`src/rtl/traffic_pkg.sv`:
```
// Shared definitions for the intersection light controller and its phase timer.
package traffic_pkg;

  localparam int CLK_HZ_DEFAULT = 10000;

  localparam logic [1:0] ST_IDLE  = 2'd0;
  localparam logic [1:0] ST_COUNT = 2'd1;
  localparam logic [1:0] ST_HOLD  = 2'd2;

  typedef enum logic [1:0] {
    IDLE  = ST_IDLE,
    COUNT = ST_COUNT,
    HOLD  = ST_HOLD
  } state_t;

  localparam logic [1:0] RED    = 2'b00;
  localparam logic [1:0] YELLOW = 2'b01;
  localparam logic [1:0] GREEN  = 2'b10;

endpackage

```
`src/rtl/phase_timer_if.sv`:
```
// Controller-to-timer bundle. REMAINING_OUT_EN adds the seconds-left readback.
interface phase_timer_if #(
  parameter int SEC_W = 16
);
  logic [SEC_W-1:0] timer;
  logic             load;
  logic             pause;
  logic             abort;
  logic             finished;
  logic             done_pulse;
  logic             clamped;
`ifdef REMAINING_OUT_EN
  logic [SEC_W-1:0] remaining;

  modport master (output timer, load, pause, abort,
                  input  finished, done_pulse, clamped, remaining);
  modport slave  (input  timer, load, pause, abort,
                  output finished, done_pulse, clamped, remaining);
`else
  modport master (output timer, load, pause, abort,
                  input  finished, done_pulse, clamped);
  modport slave  (input  timer, load, pause, abort,
                  output finished, done_pulse, clamped);
`endif
endinterface

```
`src/rtl/phase_timer_tick_prescaler.sv`:
```
// Divides clk by CLK_HZ; tick is high on the enabled cycle where the count wraps.
module tick_prescaler #(
  parameter int CLK_HZ = 10000
) (
  input  logic clk,
  input  logic reset_n,
  input  logic clear,
  input  logic enable,
  output logic tick
);
  localparam int PW = (CLK_HZ > 1) ? $clog2(CLK_HZ) : 1;
  localparam logic [PW-1:0] TERM = PW'(CLK_HZ - 1);

  logic [PW-1:0] cnt_q, cnt_d;

  assign tick = enable && (cnt_q == TERM);

  always_comb begin
    cnt_d = cnt_q;
    if (clear)       cnt_d = '0;
    else if (enable) cnt_d = tick ? '0 : cnt_q + 1'b1;
  end

  always_ff @(posedge clk or negedge reset_n) begin
    if (!reset_n) cnt_q <= '0;
    else          cnt_q <= cnt_d;
  end
endmodule

```
`src/rtl/phase_timer.sv`:
```
// Phase duration countdown in seconds for the light controller.
// Optional REMAINING_OUT_EN exposes the registered seconds-left count.
module phase_timer
  import traffic_pkg::*;
#(
  parameter int CLK_HZ  = CLK_HZ_DEFAULT,
  parameter int SEC_W   = 16,
  parameter int MAX_SEC = 255
) (
  input  logic         clk,
  input  logic         reset_n,
  phase_timer_if.slave bus
);
  state_t           state_q;
  logic [SEC_W-1:0] sec_q;
  logic             finished_q, done_q, clamped_q;
  logic             busy, cnt_en, pre_clr, tick;

  function automatic logic [SEC_W-1:0] sat_sec(input logic [SEC_W-1:0] t);
    if (t > SEC_W'(MAX_SEC)) return SEC_W'(MAX_SEC);
    return t;
  endfunction

  // Resuming from HOLD counts on the same edge, so a pause costs exactly its length.
  assign busy    = (state_q != IDLE);
  assign cnt_en  = busy && !bus.pause && !bus.abort;
  assign pre_clr = !busy || bus.abort;

  tick_prescaler #(.CLK_HZ(CLK_HZ)) u_prescaler (
    .clk     (clk),
    .reset_n (reset_n),
    .clear   (pre_clr),
    .enable  (cnt_en),
    .tick    (tick)
  );

  always_ff @(posedge clk or negedge reset_n) begin
    if (!reset_n) begin
      state_q    <= IDLE;
      sec_q      <= '0;
      finished_q <= 1'b1;
      done_q     <= 1'b0;
      clamped_q  <= 1'b0;
    end else begin
      done_q    <= 1'b0;
      clamped_q <= 1'b0;
      unique case (state_q)
        IDLE: begin
          if (bus.load) begin
            if (bus.timer == '0) begin
              done_q <= 1'b1;
            end else begin
              state_q    <= COUNT;
              sec_q      <= sat_sec(bus.timer);
              clamped_q  <= (bus.timer > SEC_W'(MAX_SEC));
              finished_q <= 1'b0;
            end
          end
        end
        COUNT, HOLD: begin
          if (bus.abort) begin
            state_q    <= IDLE;
            sec_q      <= '0;
            finished_q <= 1'b1;
          end else if (bus.pause) begin
            state_q <= HOLD;
          end else begin
            state_q <= COUNT;
            if (tick) begin
              sec_q <= sec_q - 1'b1;
              if (sec_q == SEC_W'(1)) begin
                state_q    <= IDLE;
                finished_q <= 1'b1;
                done_q     <= 1'b1;
              end
            end
          end
        end
        default: state_q <= IDLE;
      endcase
    end
  end

  assign bus.finished   = finished_q;
  assign bus.done_pulse = done_q;
  assign bus.clamped    = clamped_q;
`ifdef REMAINING_OUT_EN
  assign bus.remaining  = sec_q;
`endif
endmodule

```
`src/flat_wrapper.sv`:
```
// flat-port wrapper written by rule: the top's interface ports become plain ports
module phase_timer_flat import traffic_pkg::*;
#(
  parameter int CLK_HZ  = CLK_HZ_DEFAULT,
  parameter int SEC_W   = 16,
  parameter int MAX_SEC = 255
)
  (clk, reset_n, bus_timer, bus_load, bus_pause, bus_abort, bus_finished, bus_done_pulse, bus_clamped);
  phase_timer_if #(.SEC_W(SEC_W)) bus_i ();
  input  logic clk;
  input  logic reset_n;
  input wire logic [$bits(bus_i.timer)-1:0] bus_timer;
  input wire logic [$bits(bus_i.load)-1:0] bus_load;
  input wire logic [$bits(bus_i.pause)-1:0] bus_pause;
  input wire logic [$bits(bus_i.abort)-1:0] bus_abort;
  output wire logic [$bits(bus_i.finished)-1:0] bus_finished;
  output wire logic [$bits(bus_i.done_pulse)-1:0] bus_done_pulse;
  output wire logic [$bits(bus_i.clamped)-1:0] bus_clamped;
  assign bus_i.timer = bus_timer;
  assign bus_i.load = bus_load;
  assign bus_i.pause = bus_pause;
  assign bus_i.abort = bus_abort;
  assign bus_finished = bus_i.finished;
  assign bus_done_pulse = bus_i.done_pulse;
  assign bus_clamped = bus_i.clamped;
  phase_timer #(.CLK_HZ(CLK_HZ), .SEC_W(SEC_W), .MAX_SEC(MAX_SEC)) u_core (.clk(clk), .reset_n(reset_n), .bus(bus_i));
endmodule
```
`config.mk`:
```
export PLATFORM = sky130hd
export DESIGN_NAME = phase_timer_flat
export DESIGN_NICKNAME = d
export VERILOG_FILES = /design/src/rtl/traffic_pkg.sv /design/src/rtl/phase_timer_if.sv /design/src/rtl/phase_timer_tick_prescaler.sv /design/src/rtl/phase_timer.sv /design/src/flat_wrapper.sv
export SDC_FILE = /design/constraint.sdc
export NUM_CORES = 1
export LEC_CHECK = 0
export ABC_AREA = 1
export CORE_MARGIN = 4
export CORE_UTILIZATION = 64
export CTS_BUF_LIST = sky130_fd_sc_hd__clkbuf_8
export CTS_CLUSTER_SIZE = 10
export DETAILED_ROUTE_END_ITERATION = 6
export HOLD_SLACK_MARGIN = 0.12
export PLACE_DENSITY = 0.85
export SYNTH_ARGS = -nofsm -noshare
export SYNTH_HDL_FRONTEND = slang
export SYNTH_SLANG_ARGS = --single-unit
```
`constraint.sdc`:
```
create_clock -name clk -period 5.16 [get_ports clk]
set_input_delay 1.032 -clock clk [delete_from_list [all_inputs] [get_ports clk]]
set_output_delay 1.032 -clock clk [all_outputs]
set_load 0.03 [all_outputs]
```
Word-level counts from Yosys, hierarchy flattened
Cells that the tools add are included.
{"block": "op_classes", "add_sub_neg": 2, "magnitude_cmp": 1, "n_eq_ne": 9, "n_mux": 39, "reduce_logical": 16}
{"cell": "2-to-1 mux 16 bit", "count": 7}
{"cell": "2-to-1 mux 14 bit", "count": 3}
{"cell": "case mux 16 bit (2 select lines)", "count": 1}
{"cell": "2-to-1 mux 1 bit", "count": 20}
{"cell": "equality test 16 x 1 -> 1 bit, second input constant", "count": 1}
{"cell": "> comparator 16 x 8 -> 1 bit, second input constant", "count": 1}
{"cell": "zero test 16 bit", "count": 1}
{"cell": "subtractor 16 x 1 -> 16 bit, second input constant", "count": 1}
{"cell": "adder 14 x 1 -> 14 bit, second input constant", "count": 1}
{"cell": "equality test 14 bit, second input constant", "count": 1}
{"cell": "2-to-1 mux 2 bit", "count": 5}
{"cell": "inequality test 3 bit, second input constant", "count": 2}
{"cell": "AND reduction 6 bit", "count": 1}
{"cell": "nonzero test 2 bit", "count": 3}
{"cell": "AND reduction 5 bit", "count": 1}
{"cell": "inequality test 2 bit, second input constant", "count": 2}
{"cell": "case mux 1 bit (2 select lines)", "count": 2}
{"cell": "case mux 2 bit (2 select lines)", "count": 1}
{"cell": "logical AND 1 bit", "count": 3}
{"cell": "zero test 1 bit", "count": 3}
{"cell": "inequality test 3 x 2 -> 1 bit, second input constant", "count": 1}
{"cell": "equality test 2 x 1 -> 1 bit, second input constant", "count": 1}
{"cell": "equality test 2 bit, second input constant", "count": 1}
{"cell": "zero test 2 bit", "count": 1}
{"cell": "other kinds (3)", "count": 3}
{"block": "word_totals", "regBits": 35, "in_bits": 21, "out_inout_bits": 3, "wordCells": 73}

Longest topological paths before layout
{"block": "logic_depth", "depth_word": 9, "mapped_depth": 12, "mapped_depth_nobuf": 12}

Cells and area by module
A second synthesis with hierarchy kept.
{"block": "unflattened", "cells_unflattened": 382, "hier_area_um2": 2615.0}
{"module": "phase_timer", "n_inst": 1, "cells_per_inst": 248, "area_per_inst_um2": 1676.6, "seq_area_each_um2": 526.8}
{"module": "tick_prescaler", "n_inst": 1, "cells_per_inst": 134, "area_per_inst_um2": 938.4, "seq_area_each_um2": 350.3}

Worst setup path after synthesis
OpenSTA, ideal clock, no wires.
{"block": "synth_path", "path_kind": "input to register", "from": "input bus_timer[13]", "to": "register u_core.state_q[0]", "setup_ps": 116, "arrival_ps": 2034, "required_ps": 5044, "slack_ps": 3010, "cell_stages": 9, "path_buffers": 1, "path_cell_list": "nor2_1 nand2_1 nor2_2 nand3_2 nand3_2 buf_4 inv_1 nand2_1 nand2_1"}
{"block": "synth_via", "elab_chain_len": 3}
{"element": "start: declaration", "line": "flat_wrapper.sv:12", "rtl": "input wire logic [$bits(bus_i.timer)-1:0] bus_timer;"}
{"element": "zero test 16 bit", "line": "phase_timer.sv:50", "rtl": "if (bus.timer == '0) begin"}
{"element": "inequality test 2 bit (no source line)"}
{"element": "AND reduction 2 bit (no source line)"}
{"element": "end signal: assignment", "line": "phase_timer.sv:53", "rtl": "state_q <= COUNT;"}
{"element": "end signal: assignment", "line": "phase_timer.sv:62", "rtl": "state_q <= IDLE;"}
{"element": "end signal: assignment", "line": "phase_timer.sv:66", "rtl": "state_q <= HOLD;"}
{"element": "end: declaration", "line": "phase_timer.sv:14", "rtl": "state_t state_q;"}
Every way passes these cells.
A chain may end at the register's enable or synchronous reset.

Final worst setup path
{"block": "layout_path", "from": "input bus_abort", "to": "register u_core.sec_q[10]"}
{"block": "layout_via", "elab_chain_len": 5, "elab_cells_between_ends": 8, "classes_between": "2 x eq/ne; 2 x mux; 4 x reduce/logical"}
{"element": "start: declaration", "line": "flat_wrapper.sv:15", "rtl": "input wire logic [$bits(bus_i.abort)-1:0] bus_abort;"}
{"element": "zero test 1 bit", "line": "phase_timer.sv:26", "rtl": "assign cnt_en = busy && !bus.pause && !bus.abort;"}
{"element": "logical AND 1 bit", "line": "phase_timer.sv:26"}
{"element": "logical AND 1 bit", "line": "phase_timer_tick_prescaler.sv:16", "rtl": "assign tick = enable && (cnt_q == TERM);"}
{"element": "inequality test 3 bit (no source line)"}
{"element": "AND reduction 5 bit (no source line)"}
{"element": "end signal: assignment", "line": "phase_timer.sv:54", "rtl": "sec_q <= sat_sec(bus.timer);"}
{"element": "end signal: assignment", "line": "phase_timer.sv:70", "rtl": "sec_q <= sec_q - 1'b1;"}
{"element": "end: declaration", "line": "phase_timer.sv:15", "rtl": "logic [SEC_W-1:0] sec_q;"}
Parallel ways exist; a longest one is shown, timed or not.

==> flow_metrics.py <==
metrics = {
    "setup_path": {
        "worst_ep_required_time_ns": 5.39,
        "cp_max_fo": 17,
        "end_kind": "flop",
        "worst-setup-path-type": "primary input to flop",
        "cp_data_arrival_time_ns": 2.82,
        "setup.worst_path.start_class": "primary input",
    },
    "cells_and_area": {
        "design_area_sq_mm": 0.00291,
        "layout_common_cells": "nand2_1 (124), nor2_1 (76), inv_1 (44), dfrtp_1 (34), nand3_1 (31)",
        "drive_gt1_frac": 0.0449,
        "insertedDiodeCount": 0,
        "layout.cells.most_common": "nand2_1",
        "area_overhead_vs_synth_pct": 15.9,
        "nets": 448,
        "filler_cell_count": 298,
    },
    "global_routing": {
        "globalRouteMet2Util": 0.426,
        "grt.met1_usage": 0.381,
        "antenna_found_initial": 0,
        "track_usage": 0.272,
        "grt_pass1_wl_mm": 11.0,
        "grt_most_used_layer": "met2",
        "grt.met3_usage": 0.0511,
        "grt_max_degree": 36,
        "first_global_vias": 2500,
        "grt_overflow_total": 0,
    },
    "place": {
        "placed_cell_area_sq_mm": 0.00277,
        "routabilityCongestion": 0.962,
        "dp_hpwl_mm": 4.49,
        "placement.io_buffers": 23,
    },
    "timing": {
        "clock-skew-final_ns": 0.00654,
        "max-slew-margin-rel": 0.689,
        "fin_crit_sh": 0.502,
        "fin_tns_setup_ns": 0,
        "clock.fmax_ghz": 0.386,
        "final-setup-viol-count": 0,
        "period_minus_slack_ns": 2.59,
        "tightest_slew_ns": 0.466,
        "report.final.slew_viol_count": 0,
        "grt_setup_unrepaired": "false",
        "hold_violations": 0,
    },
    "power_and_ir_drop": {
        "p_leak_uw": 0.00141,
        "irDropWorstVdd_v": 0.000284,
        "power_density_mw_per_mm2": 434,
    },
    "synth": {
        "postSynthNetCount": 422,
        "cell_area_after_synthesis_sq_mm": 0.00251,
        "netlist_top_cells_area": "dfrtp_1 (34%), nand2_1 (19%), nor2_1 (11%)",
        "yosysSeqAreaShare": 0.350,
        "synthDistinctLibCells": 28,
        "async_reset_ff_frac": 1.00,
        "avgSynthCellArea_sq_um": 6.33,
        "synth_top_area_cell": "dfrtp_1",
        "synth_ff_type": "dfrtp_1",
        "synth_enable_flop_cells": 0,
        "ys.warnings.count": 0,
        "netlist_instances": 396,
        "synthDominantCellAreaShare": 0.339,
        "yosys_register_bits": 35,
    },
    "cts": {
        "postCtsSetupRepairBufs": 0,
        "cts_buffer_depth": 2,
        "numCtsBuffers": 5,
        "clock-sinks": 35,
        "cts_hold_repair.buffers": 0,
        "ctsResizeCount": 0,
        "cts.reportedPaths.clkPinSlew_ns": 0.07,
        "cts.htree.levels": 2,
        "tritoncts": "done",
        "ctsRootBufferMaster": "clkbuf_8",
        "worst_skew_pair.late_latency_ns": 0.29,
    },
    "routing": {
        "drc_errors": 0,
        "dr.first_iter.drc_count": 348,
        "vias": 2664,
        "post_drt_wl_per_cell_um": 13.3,
        "aggregate_routed_wire_length_mm": 6.28,
        "post_route_antenna_net_violation_count": 0,
        "routed_via_density": 5.66,
        "drt_pass1_iterations": 5,
    },
    "die": {
        "placementRows": 22,
        "core_region_area_sq_mm": 0.00372,
        "die_y_um": 70.6,
        "effective_utilization_at_floorplan": 0.675,
        "design.portCount": 24,
        "dieWidth_um": 70.6,
        "die_area_sq_mm": 0.00498,
    },
    "status": {
        "outcome": "finished clean",
    },
    "job": {
        "drv_cap": 0,
    },
    "worst_hold_path": {
        "hp-class": "flop to flop",
    },
}
sequential cells by signal, indices dropped and copies added, names as in the netlist:
signal	cells
u_core.bus.clamped	1
u_core.bus.done_pulse	1
u_core.bus.finished	1
u_core.sec_q	16
u_core.state_q	2
u_core.u_prescaler.cnt_q	14
worst paths after layout:
check / endpoint / from / cells after the start / slack (ns)
min in group asynchronous: u_core.u_prescaler.cnt_q[1] / reset_n / 2 / 1.16
hold reg to reg: u_core.bus.finished / u_core.bus.finished / 2 / 0.49
setup / recovery: u_core.sec_q[10] / bus_abort / 10 / 2.57
hold / removal: u_core.bus.finished / u_core.bus.finished / 2 / 0.49
max in group asynchronous: u_core.bus.finished / reset_n / 2 / 3.64
setup reg to reg: u_core.sec_q[10] / u_core.state_q[0] / 9 / 2.80
final cells by class:
cell class                 count  area [sq um]  share of cell area
tap                           48          60.1              0.0207
clock buffer                   5          68.8              0.0237
sequential                    35           877               0.302
multi-input combinational    310          1430               0.491
inverter                      46           173              0.0594
clock inverter                 3          63.8              0.0220
timing repair buffer          24           238              0.0818
power by group:
part           internal [uW]  switching, uW
logic                    182            399
clock network            191            105
registers                331           53.6
cells in the mapped netlist, drive strengths merged (2+ instances only):
cell type  count
nor3          10
xor2           7
clkbuf         2
inv           46
nand2        125
a21oi          6
ha             5
o22ai          7
nand4          6
o21ai         28
nand3         33
dfrtp         34
buf            3
nor2          80
logic make-up after synthesis:
group           count (synthesis)  synth area share
flops                          35             0.350
buf+inv                        51            0.0818
fa+ha+maj                       5            0.0250
simple gates                  254             0.424
xor+xnor                        8            0.0279
compound gates                 43            0.0913
layer usage:
layer  wire (um)  vias up
li1            -     1309
met1        2790     1207
met2        2840      137
met3         569       11
met4          86        0
met5           0        -
through the flow:
| step | worst slack (ns) | hold slack, ns | std cells | power, uW | util |
|---|---|---|---|---|---|
| 2_1_floorplan | 3.01 | 0.475 | 396 | 817 | - |
| 3_3_place_gp | 2.35 | 0.467 | 463 | 940 | 0.746 |
| 3_5_place_dp | 2.28 | 0.469 | 463 | 953 | 0.746 |
| 4_1_cts | 2.57 | 0.488 | 471 | 1250 | 0.782 |
| 5_1_grt | 2.38 | 0.512 | 471 | 1360 | 0.782 |
| 6_report | 2.57 | 0.490 | 471 | 1260 | 0.782 |
worst max-delay path, stage by stage:
cell and delay (ns):
clkdlybuf4s50_1 0.51, nor2_4 0.20, nand2_1 0.07, nor2_1 0.12, nand3_1 0.15, nand2_2 0.12, inv_2 0.15, nor2_8 0.28
nand2_1 0.10, nand2_1 0.09
(Power assumes the default switching activity.)
